<file path="config.mk">
export PLATFORM = sky130hd
export DESIGN_NAME = int_ctrl
export DESIGN_NICKNAME = d
export VERILOG_FILES = /design/src/rtl/int_ctrl.sv
export SDC_FILE = /design/constraint.sdc
export NUM_CORES = 1
export LEC_CHECK = 0
export CAP_MARGIN = 30
export CORE_MARGIN = 3
export CORE_UTILIZATION = 37
export CTS_CLUSTER_DIAMETER = 50
export DETAILED_ROUTE_END_ITERATION = 12
export HOLD_SLACK_MARGIN = 0.12
export MAX_ROUTING_LAYER = met4
export SKIP_LAST_GASP = 1
export SYNTH_ARGS = -nofsm -noshare
export SYNTH_HDL_FRONTEND = slang
export SYNTH_SLANG_ARGS = --single-unit
</file>
<file path="constraint.sdc">
create_clock -name clk -period 1.69 [get_ports clk]
set_clock_uncertainty 0.05 [all_clocks]
set_input_delay 0.169 -clock clk [delete_from_list [all_inputs] [get_ports clk]]
set_output_delay 0.169 -clock clk [all_outputs]
set_load 0.05 [all_outputs]
</file>
<file path="src/rtl/int_ctrl.sv">
// int_ctrl: interrupt/exception controller feeding the next-PC unit.
//
// Collects synchronous exceptions from EX (illegal instruction, ecall) and a
// periodic timer interrupt, prioritises them (illegal > ecall > timer), raises
// a zero-latency redirect request and tracks the exception level between
// handler entry and handler return.
//
// State table:
//   state   | meaning
//   IDLE    | normal execution; requests are visible and may redirect
//   HANDLER | handler running (EXL_Set=1); all requests masked
//
// Ports:
//   clk              in   clock, all state updates on posedge
//   rst              in   asynchronous active-high reset
//   PCWrite          in   PC update enable; redirect/return accepted only when 1
//   NPCOp            in   next-PC op from EX; NPC_INT_RET marks handler return
//   illegal_instr_EX in   EX-stage instruction is illegal (level)
//   ecall_EX         in   EX-stage instruction is ecall (level)
//   timer_en         in   enables timer counting and timer interrupt delivery
//   INT_Signal       out  redirect request to the NPC
//   INT_PEND         out  winning cause code, 0 when no request
//   EXL_Set          out  exception level, 1 while the handler runs
//   SCAUSE           out  cause latched at handler entry
//   int_count        out  number of accepted redirects (wraps)
//   double_fault     out  sticky: synchronous exception seen while EXL_Set=1
//
// The cause/op encodings are parameters so they can be aligned with the shared
// control encoding definitions of the core.

module int_ctrl #(
    parameter int          TIMER_PERIOD      = 1000,
    parameter int          TIMER_W           = 32,
    parameter int          COUNT_W           = 16,
    parameter logic [2:0]  NPC_INT_RET       = 3'b101,
    parameter logic [2:0]  INT_TIMER         = 3'd1,
    parameter logic [2:0]  INT_ILLEGAL_INSTR = 3'd2,
    parameter logic [2:0]  INT_ECALL         = 3'd3
) (
    input  logic               clk,
    input  logic               rst,
    input  logic               PCWrite,
    input  logic [2:0]         NPCOp,
    input  logic               illegal_instr_EX,
    input  logic               ecall_EX,
    input  logic               timer_en,
    output logic               INT_Signal,
    output logic [2:0]         INT_PEND,
    output logic               EXL_Set,
    output logic [2:0]         SCAUSE,
    output logic [COUNT_W-1:0] int_count,
    output logic               double_fault
);

    typedef enum logic {
        IDLE    = 1'b0,
        HANDLER = 1'b1
    } state_t;

    localparam logic [TIMER_W-1:0] TIMER_LAST = TIMER_W'(TIMER_PERIOD - 1);

    state_t             state, state_nxt;
    logic [TIMER_W-1:0] timer_cnt;
    logic               timer_pending;
    logic               timer_wrap;
    logic               accept;
    logic               ret;
    logic               fault;

    assign timer_wrap = timer_en && (timer_cnt == TIMER_LAST);

    always_comb begin
        state_nxt  = state;
        INT_Signal = 1'b0;
        INT_PEND   = 3'd0;
        accept     = 1'b0;
        ret        = 1'b0;
        fault      = 1'b0;
        case (state)
            IDLE: begin
                if (illegal_instr_EX) begin
                    INT_Signal = 1'b1;
                    INT_PEND   = INT_ILLEGAL_INSTR;
                end else if (ecall_EX) begin
                    INT_Signal = 1'b1;
                    INT_PEND   = INT_ECALL;
                end else if (timer_pending && timer_en) begin
                    INT_Signal = 1'b1;
                    INT_PEND   = INT_TIMER;
                end
                accept = INT_Signal && PCWrite;
                if (accept)
                    state_nxt = HANDLER;
            end
            HANDLER: begin
                fault = PCWrite && (illegal_instr_EX || ecall_EX);
                ret   = PCWrite && (NPCOp == NPC_INT_RET);
                if (ret)
                    state_nxt = IDLE;
            end
            default: state_nxt = IDLE;
        endcase
    end

    always_ff @(posedge clk or posedge rst) begin
        if (rst) begin
            state        <= IDLE;
            SCAUSE       <= 3'd0;
            int_count    <= '0;
            double_fault <= 1'b0;
        end else begin
            state <= state_nxt;
            if (accept) begin
                SCAUSE    <= INT_PEND;
                int_count <= int_count + 1'b1;
            end
            if (fault)
                double_fault <= 1'b1;
        end
    end

    // A wrap in the same cycle as a timer accept is a fresh event, so the
    // set takes precedence over the clear.
    always_ff @(posedge clk or posedge rst) begin
        if (rst) begin
            timer_cnt     <= '0;
            timer_pending <= 1'b0;
        end else begin
            if (timer_en)
                timer_cnt <= timer_wrap ? '0 : timer_cnt + 1'b1;
            if (timer_wrap)
                timer_pending <= 1'b1;
            else if (accept && (INT_PEND == INT_TIMER))
                timer_pending <= 1'b0;
        end
    end

    assign EXL_Set = (state == HANDLER);

endmodule

</file>
==> results.md, run 1 <==
* Status: complete, but fails checks
* Failing checks: setup timing
* Sequential cell area at about 1300 µm²
* Warnings from Yosys at 0
* Slowest-stage cell, CP: nor3b_2
* RSZ-0062 raised after global routing: true
* Library cells used by synthesis at 37
* Initial Util at 39.2%
* Die Span Y at just under 90 µm
* Port Buffers at 31
* CP Capture Type: flip-flop
* Syn Area/Cell at 10.7 µm²
* Layout cells sized above 1 at 29.7%
* CP Data Arrival Time at 1.89 ns
* Final wirelength at 5460 µm
* GP Congestion at 0.869
* Total power at around 3.7 mW
* Vias in the first global route at 1935
* Mapped Area at 2550 µm²
* Area of the core at 6490 µm²
* Worst-Skew Late Latency at just over 0.3 ns
* Crit path cell chain: a211oi_1 > nor3b_2 > mux2_2
* Post-DRT Antenna Nets at 0
* Max-cap check violation count at 0
* Reg-to-Reg End: int_count[1]
* CTS tree: built
* Fin crit share at 103%
* Maximum buffer depth of the clock tree at 2
* Ports at 34
* Vias post-DR at 2041
* Gate Count Post-Synth at 238
* Clk slew on worst S/H paths at 0.11 ns
* Maximum vdd ir drop at 0.467 mV
* Setup TNS at -0.131 ns
* Number of synthesized flops with an enable pin at 0
* Worst slew pin tran at just under 0.9 ns
* Most frequent cells in the layout: 59 x buf_4, 52 x dfrtp_1, 41 x xnor2_1, 25 x nand4_1, 15 x nand3_1
* Hold Crit Class: input port to async pin
* Critical path peak fanout at 13
* Final non-filler cell total at 387
* Routed vias/inst at 5.27
* Full die area at 7920 µm²
* Gr ovfl total at 0
* Fmax at 573 MHz
* Post-route cell area at 3420 µm²
* HPWL Detailed at 3800 µm
* Hold Slack at 0.146 ns
* DRT Pass-1 Iters at 4
* R2R Setup Slk at -0.06 ns
* Chip Width at 89.0 µm
* H-tree Lvls at 2
* Area grow syn2layout at 34.1%
* Pwr/cell area at between 1000 and 1500 nW/µm²
* Final Critical Period at roughly 1.7 ns
* Total GRT Usage at approximately 15%
* Leak at 1.54 nW
* Area of the multi-input gates at 1230 µm²
* Post-synthesis sequential area ratio at 52.0%
* First-pass GRT wire length at 9070 µm
* Area leader, netlist: dfrtp_1
* Critical Path Max Stage Delay at slightly above 0.7 ns
* Crit path required time at 1.83 ns
* CP Class: flip-flop to flip-flop
* Max-slew headroom at 41.4%
* Residual DRC count at 0
* Setup crit start kind: flip-flop
* Most common cell after layout, fill and taps aside: buf_4
* Final setup violation count at 5
* R2r startpoint: timer_pending
* Rows at 29
* Worst Reg-to-Reg Cells at 3
* Fillers at 577
* Antenna cells at 0
* Total CTS buffers at 5
* Clk root buf: clkbuf_8
* Initial antenna violation count at 0
* Initial DRC count at 77
* TritonCTS Sinks at 53
* Worst slack, placed at -0.390 ns
* Post-synth ARST share at 100%
* Final slew viol count at 0
* Most area-consuming cells after synthesis: dfrtp_1 52%, xnor2_1 14%, nand4_1 6.1%
* Final core utilization at 52.6%
* Placement Cell Area at roughly 3200 µm²
* Layout Nets at 320
* Routed len/inst at 14.1 µm
* Top cell type's share of synthesized area at between 50% and 60%
* Fin. Hold Viols at 0
* Top FF cell, synth: dfrtp_1
* Flops & latches, synth at 53
* Setup WS post-layout at -0.0553 ns
* Largest net degree at the start of global routing at 54
* Inst Count DP at roughly 380
-- area by class of cell --
class,count,share of cell area (%)
tap,77,2.82
inverter,6,0.659
timing repair buffer,72,18.2
clock inverter,3,1.35
sequential,53,38.8
multi-input combinational,171,36.1
clock buffer,5,2.01
-- cells by family (layout without fill, tap and decap cells) --
logic type / count (synthesis) / in the layout / synth area share [%]
AOI/OAI and AO/OA: 13 / 13 / 3.09
xor gates and xnor gates: 43 / 43 / 14.8
adders and majority gates: 2 / 2 / 0.982
buffers and inverters: 15 / 86 / 3.04
DFF: 53 / 53 / 52.0
muxes: 2 / 2 / 0.884
other: 1 / 2 / 0.147
and+or+nand+nor: 109 / 109 / 25.0
-- power by group --
part / switching, mW / total, mW / internal [mW]
sequential: 0.165 / 1.58 / 1.41
clock: 0.432 / 0.876 / 0.444
combinational: 0.747 / 1.24 / 0.496
-- flip-flops by register name, summed over array words and instances (netlist names) --
name / count
double_fault: 1
EXL_Set: 1
int_count: 16
timer_cnt: 32
SCAUSE: 2
timer_pending: 1
-- routing by layer --
layer / part of all wire [%] / track usage (%) / routed length, µm / up-vias
met2: 47 / 22.7 / 2550 / 39
met4: 0.81 / 4.47 / 44 / 0
met5: 0 / - / 0 / -
met1: 49 / 20.3 / 2660 / 1008
li1: - / - / - / 989
met3: 3.8 / 3.23 / 208 / 5
-- Yosys cell counts, types with 3 or more instances --
cell / count
a21oi_1: 3
and2_1: 4
and3_1: 10
and4_1: 4
buf_4: 3
clkbuf_1: 3
dfrtp_1: 53
inv_1: 6
nand2_1: 14
nand3_1: 15
nand4_1: 25
nor2_1: 12
nor3_1: 4
nor4_1: 10
o21ai_0: 4
xnor2_1: 41
-- worst max-delay path by stage --
stage | from | endpoint | slack, ns
6_report | timer_pending | int_count[1] | -0.06
5_1_grt | timer_pending | int_count[9] | -0.16
4_1_cts | timer_pending | int_count[1] | -0.07
3_5_place_dp | timer_en | int_count[1] | -0.39
3_3_place_gp | timer_en | SCAUSE[0] | -0.35
2_1_floorplan | EXL_Set | timer_pending | -0.02
-- critical path: cells and delay by family, from the launching register on --
kind            cells  cell delay, ns
compound gates      1            0.09
flops               1            0.36
mux                 1            0.41
simple gates        1            0.72
-- what timing repair did --
item                       4_1_cts  5_1_grt
setup endpoints to repair       14       19
hold buffers                     0        0
gates resized for setup          3        9
setup buffers                    0        4
pin swaps                        3        1
Power figures use the tool's default switching activity.
==> run 2: changes to the inputs <==
Settings changed: RECOVER_POWER set to 25.
==> run 2 against run 1 <==
The flow still finishes with violations (setup timing). Sequential power hardly changed. Global-route usage stayed put. Total power is 0.23% lower. Flip-flop and latch count stayed put. Critical path depth stayed put. Largest cell class unchanged. Largest power group unchanged.
==> results.md, run 2 (synthesis results as in run 1) <==
* Status: complete, but fails checks
* Failing checks: setup timing
* Rows at 29 (unchanged)
* Crit path required time at 1.83 ns (about the same)
* Critical path peak fanout at 13 (unchanged)
* H-tree Lvls at 2 (unchanged)
* Total power at 3.69 mW (-0.23%)
* Final non-filler cell total at 387 (unchanged)
* Maximum buffer depth of the clock tree at 2 (unchanged)
* Gr ovfl total at 0 (unchanged)
* Hold Crit Class: flip-flop to flip-flop
* Clk slew on worst S/H paths at 0.11 ns (about the same)
* Clk root buf: clkbuf_8
* Cell family with most CP delay: simple AND/OR/NAND/NOR gates
* Port Buffers at 31 (unchanged)
* CP Capture Type: flip-flop
* CP Class: flip-flop to flip-flop
* TritonCTS Sinks at 53 (unchanged)
* Largest net degree at the start of global routing at 54 (unchanged)
* Final Critical Period at 1.75 ns (+0.000934 ns)
* Initial antenna violation count at 0 (unchanged)
* DRT Pass-1 Iters at 4 (unchanged)
* Placement Cell Area at 3210 µm² (unchanged)
* Final wirelength at 5450 µm (-0.11%)
* GP Congestion at 0.869 (unchanged)
* Full die area at 7920 µm² (unchanged)
* Total GRT Usage at 15.0% (unchanged)
* Leak at 1.53 nW (-0.34%)
* Crit path cell chain: a211oi_1 > nor3b_2 > mux2_2
* Initial Util at 39.2% (unchanged)
* Initial DRC count at 89 (+16%)
* Most common cell after layout, fill and taps aside: buf_4
* Buffers & Inverters on Critical Path at 0 (unchanged)
* Worst slack, placed at -0.390 ns (unchanged)
* CP Data Arrival Time at 1.89 ns (about the same)
* Chip Width at 89.0 µm (unchanged)
* Worst-Skew Late Latency at 0.31 ns (about the same)
* Max reg flops at 32 (unchanged)
* Sequential cell area at 1330 µm² (unchanged)
* Fin. Hold Viols at 0 (unchanged)
* Setup crit start kind: flip-flop
* Setup TNS at -0.138 ns (-0.00747 ns)
* Area of the multi-input gates at 1230 µm² (unchanged)
* HPWL Detailed at 3800 µm (unchanged)
* Layout cells sized above 1 at 29.7% (unchanged)
* Final slew viol count at 0 (unchanged)
* Regs by FF count: timer_cnt x32, int_count x16, SCAUSE x2
* Residual DRC count at 0 (unchanged)
* Slowest-stage cell, CP: nor3b_2
* Routed vias/inst at 5.27 (about the same)
* Antenna cells at 0 (unchanged)
* Max-cap check violation count at 0 (unchanged)
* Final setup violation count at 6 (+1)
* Hold_buf cts at 0 (unchanged)
* Inst Count DP at 376 (unchanged)
* Fillers at 578 (+0.17%)
* CTS tree: built
* Setup WS post-layout at -0.0562 ns (-0.000934 ns)
* Fmax at 573 MHz (about the same)
* Ports at 34 (unchanged)
* Vias in the first global route at 1935 (unchanged)
* Maximum vdd ir drop at 0.466 mV (-0.19%)
* Post-DRT Antenna Nets at 0 (unchanged)
* Routed len/inst at 14.1 µm (-0.11%)
* Post-route cell area at 3400 µm² (-0.44%)
* Fin crit share at 103% (about the same)
* RSZ-0062 raised after global routing: true
* Total CTS buffers at 5 (unchanged)
* Most frequent cells in the layout: 59 x buf_4, 52 x dfrtp_1, 41 x xnor2_1, 25 x nand4_1, 15 x nand3_1
* Most flops, register: timer_cnt
* Area grow syn2layout at 33.5%
* Max-slew headroom at 22.9% (-19 points)
* First-pass GRT wire length at 9070 µm (unchanged)
* Worst slew pin tran at 1.16 ns (+0.281 ns)
* Layout Nets at 320 (unchanged)
* Pwr/cell area at 1080 nW/µm² (+0.21%)
* Critical Path Max Stage Delay at 0.72 ns (about the same)
* Area of the core at 6490 µm² (unchanged)
* Die Span Y at 89.0 µm (unchanged)
* Vias post-DR at 2040 (-0.049%)
[run 2: where the power goes]
| group | internal [mW] | leakage (nW) | switching [mW] | total [mW] |
|---|---|---|---|---|
| combinational | 0.491 | 0.775 | 0.745 | 1.24 |
| sequential | 1.41 | 0.705 | 0.164 | 1.58 |
| clock | 0.444 | 0.0543 | 0.431 | 0.875 |
[run 2: path summary, 6_finish.rpt]
check | slack (ns) | start | cells past startpoint | to
max in group asynchronous | 0.17 | rst | 3 | timer_cnt[11]
min in group asynchronous | 0.63 | rst | 3 | int_count[6]
min | 0.44 | int_count[15] | 1 | int_count[15]
max | -0.06 | timer_pending | 3 | int_count[1]
max reg2reg | -0.06 | timer_pending | 3 | int_count[1]
min reg2reg | 0.44 | int_count[15] | 1 | int_count[15]
[run 2: worst reg2reg max path, delay by kind of cell, from the launching register on]
family           cells  cell delay [ns]
AND/OR/NAND/NOR      1             0.72
multiplexers         1             0.42
flip-flops           1             0.36
AO/OA/AOI/OAI        1             0.09
[run 2: final cells by class]
class,instances,share of cell area (%)
timing repair buffer,72,17.9
clock buffer,5,2.02
tap,77,2.83
multi-input combinational,171,36.2
clock inverter,3,1.36
sequential,53,39.0
inverter,6,0.662
[run 2: per-layer routing]
layer / wire (µm) / global-route usage [%] / vias to the layer above
met5: 0 / - / -
met4: 44 / 4.47 / 0
met3: 223 / 3.23 / 5
met2: 2560 / 22.7 / 45
met1: 2630 / 20.3 / 1000
li1: - / - / 990
[run 2: repair_timing]
item / 4_1_cts / 5_1_grt
hold endpoints to repair: 0 / 0
setup buffers: 0 / 4
pin swaps: 3 / 1
setup endpoints to repair: 14 / 19
resized for setup: 3 / 9
[run 2: through the flow]
stage / hold slack (ns) / utilization, %
after global placement: 0.413 / 49.5
final: 0.437 / 52.4
after detailed placement: 0.421 / 49.5
after global routing: 0.436 / 52.4
after CTS: 0.167 / 51.5
after floorplan: 0.236 / -
==> run 3: changes to the inputs <==
Settings changed: RECOVER_POWER 25 to 100.
==> run 3 against run 2 <==
The flow still finishes with violations (setup timing). Flip-flop and latch count stayed put. Wire length is 0.35% higher. Sequential power hardly changed. Die area stayed put. Largest power group unchanged. Via count is 0.69% lower. Total power is 2.2% lower. Critical path depth stayed put. Register-to-register slack hardly changed. Clock-buffer cell count stayed put. Cell area is 3.6% lower.
==> results.md, run 3 (synthesis results as in run 1) <==
* CP Data Arrival Time at 1.89 ns (about the same)
* Ports at 34 (unchanged)
* RSZ-0062 raised after global routing: true
* Setup crit start kind: flip-flop
* Area of the core at 6490 µm² (unchanged)
* Hold_sp: int_count[15]
* Maximum vdd ir drop at 0.426 mV (-8.7%)
* Status: complete, but fails checks
* Fmax at 573 MHz (about the same)
* Rows at 29 (unchanged)
* Fin crit share at 103% (about the same)
* Routed len/inst at 14.1 µm (+0.35%)
* Vias in the first global route at 1935 (unchanged)
* HPWL Detailed at 3800 µm (unchanged)
* Port Buffers at 31 (unchanged)
* Hold Crit Endpoint: int_count[15]
* First-pass GRT wire length at 9070 µm (unchanged)
* CTS tree: built
* DRT Pass-1 Iters at 4 (unchanged)
* Chip Width at 89.0 µm (unchanged)
* Max-cap check violation count at 0 (unchanged)
* Routed vias/inst at 5.24 (-0.69%)
* TritonCTS Sinks at 53 (unchanged)
* Final wirelength at 5470 µm (+0.35%)
* Total CTS buffers at 5 (unchanged)
* GR peak layer: met2
* Post-route cell area at 3280 µm² (-3.6%)
* Total GRT Usage at 15.0% (unchanged)
* Worst Reg-to-Reg Cells at 3 (unchanged)
* Setup WS post-layout at -0.0563 ns (-0.0000708 ns)
* Clk slew on worst S/H paths at 0.11 ns (about the same)
* Hold_buf cts at 0 (unchanged)
* Full die area at 7920 µm² (unchanged)
* Post-DRT Antenna Nets at 0 (unchanged)
* Total power at 3.61 mW (-2.2%)
* Critical Path Max Stage Delay at 0.72 ns (about the same)
* Failing checks: setup timing
* Most common cell after layout, fill and taps aside: dfrtp_1
* Reg-to-Reg End: int_count[1]
* Initial Util at 39.2% (unchanged)
* Antenna cells at 0 (unchanged)
* Hold Crit Class: flip-flop to flip-flop
* R2r startpoint: timer_pending
* Initial antenna violation count at 0 (unchanged)
* Met3 Resource Use GR at 3.23% (unchanged)
* H-tree Lvls at 2 (unchanged)
* Met1 Track Usage GR at 20.3% (unchanged)
* Final slew viol count at 0 (unchanged)
* Fin. Hold Viols at 0 (unchanged)
* Area grow syn2layout at 28.7%
* Leak at 1.43 nW (-6.5%)
* Final setup violation count at 7 (+1)
* Setup TNS at -0.147 ns (-0.00865 ns)
* Final non-filler cell total at 387 (unchanged)
* Gr ovfl total at 0 (unchanged)
* GP Congestion at 0.869 (unchanged)
* Max reg flops at 32 (unchanged)
* Crit path required time at 1.83 ns (about the same)
* CP Capture Type: flip-flop
* Layout cells sized above 1 at 23.5% (-6.1 points)
* Die Span Y at 89.0 µm (unchanged)
* Maximum buffer depth of the clock tree at 2 (unchanged)
* Largest net degree at the start of global routing at 54 (unchanged)
* Hold path depth at 1 (unchanged)
* Final Critical Period at 1.75 ns (+0.0000708 ns)
* Met2 Usage GRT at 22.7% (unchanged)
* Most flops, register: timer_cnt
* Pwr/cell area at 1100 nW/µm² (+1.5%)
* Regs by FF count: timer_cnt x32, int_count x16, SCAUSE x2
* Clk root buf: clkbuf_8
* Slowest-stage cell, CP: nor3b_2
* Max-slew headroom at 23.1% (+0.22 points)
* Placement Cell Area at 3210 µm² (unchanged)
* Vias post-DR at 2026 (-0.69%)
* CP Class: flip-flop to flip-flop
* Crit path cell chain: a211oi_1 > nor3b_2 > mux2_2
* Worst slew pin tran at 1.15 ns (-0.00328 ns)
* Worst-Skew Late Latency at 0.31 ns (about the same)
* Layout Nets at 320 (unchanged)
* Critical path peak fanout at 13 (unchanged)
* Inst Count DP at 376 (unchanged)
* R2R Setup Slk at -0.06 ns (about the same)
* Most frequent cells in the layout: 52 x dfrtp_1, 41 x xnor2_1, 38 x buf_4, 25 x nand4_1, 17 x clkbuf_1
* Initial DRC count at 82 (-7.9%)
* Residual DRC count at 0 (unchanged)
## run 3: how the worst max path moves through the flow
stage | from | to | slack [ns]
2_1_floorplan | EXL_Set | timer_pending | -0.02
3_3_place_gp | timer_en | SCAUSE[0] | -0.35
3_5_place_dp | timer_en | int_count[1] | -0.39
4_1_cts | timer_pending | int_count[1] | -0.07
5_1_grt | timer_pending | int_count[9] | -0.16
6_report | timer_pending | int_count[1] | -0.06
## run 3: final cells by class
cell class | instances | area (µm²)
flip-flops and latches | 53 | 1330
multi-input cells | 171 | 1210
well taps | 77 | 96.3
fillers | 603 | 3220
inverters | 6 | 22.5
clock inverters | 3 | 46.3
repair buffers | 72 | 509
clock buffers | 5 | 68.8
## run 3: metrics by stage
stage	hold slack [ns]	util, %	worst slack (ns)
floorplan	0.236	-	-0.0190
global placement	0.413	49.5	-0.352
detailed placement	0.421	49.5	-0.390
CTS	0.167	51.5	-0.0712
global route	0.436	50.5	-0.161
finish	0.431	50.5	-0.0563
## run 3: layer usage
metal	routed length (µm)	part of all wire [%]
met1	2690	49
met2	2510	46
met3	230	4.2
met4	42	0.77
met5	0	0
## run 3: repair_timing
action | CTS | global route
setup endpoints to repair | 14 | 19
pin swaps | 3 | 1
buffers inserted | 0 | 4
hold endpoints to repair | 0 | 0
resized for setup | 3 | 9
## run 3: critical path: cells and delay by family (launching register included)
| family | cells | cell delay (ns) |
|---|---|---|
| compound gates | 1 | 0.09 |
| simple gates | 1 | 0.72 |
| mux | 1 | 0.41 |
| flops | 1 | 0.36 |
## run 3: report_power, final
part | leakage, nW | switching, mW | total (mW) | internal [mW]
registers | 0.705 | 0.160 | 1.58 | 1.41
logic | 0.675 | 0.743 | 1.16 | 0.415
clock network | 0.0543 | 0.432 | 0.876 | 0.444
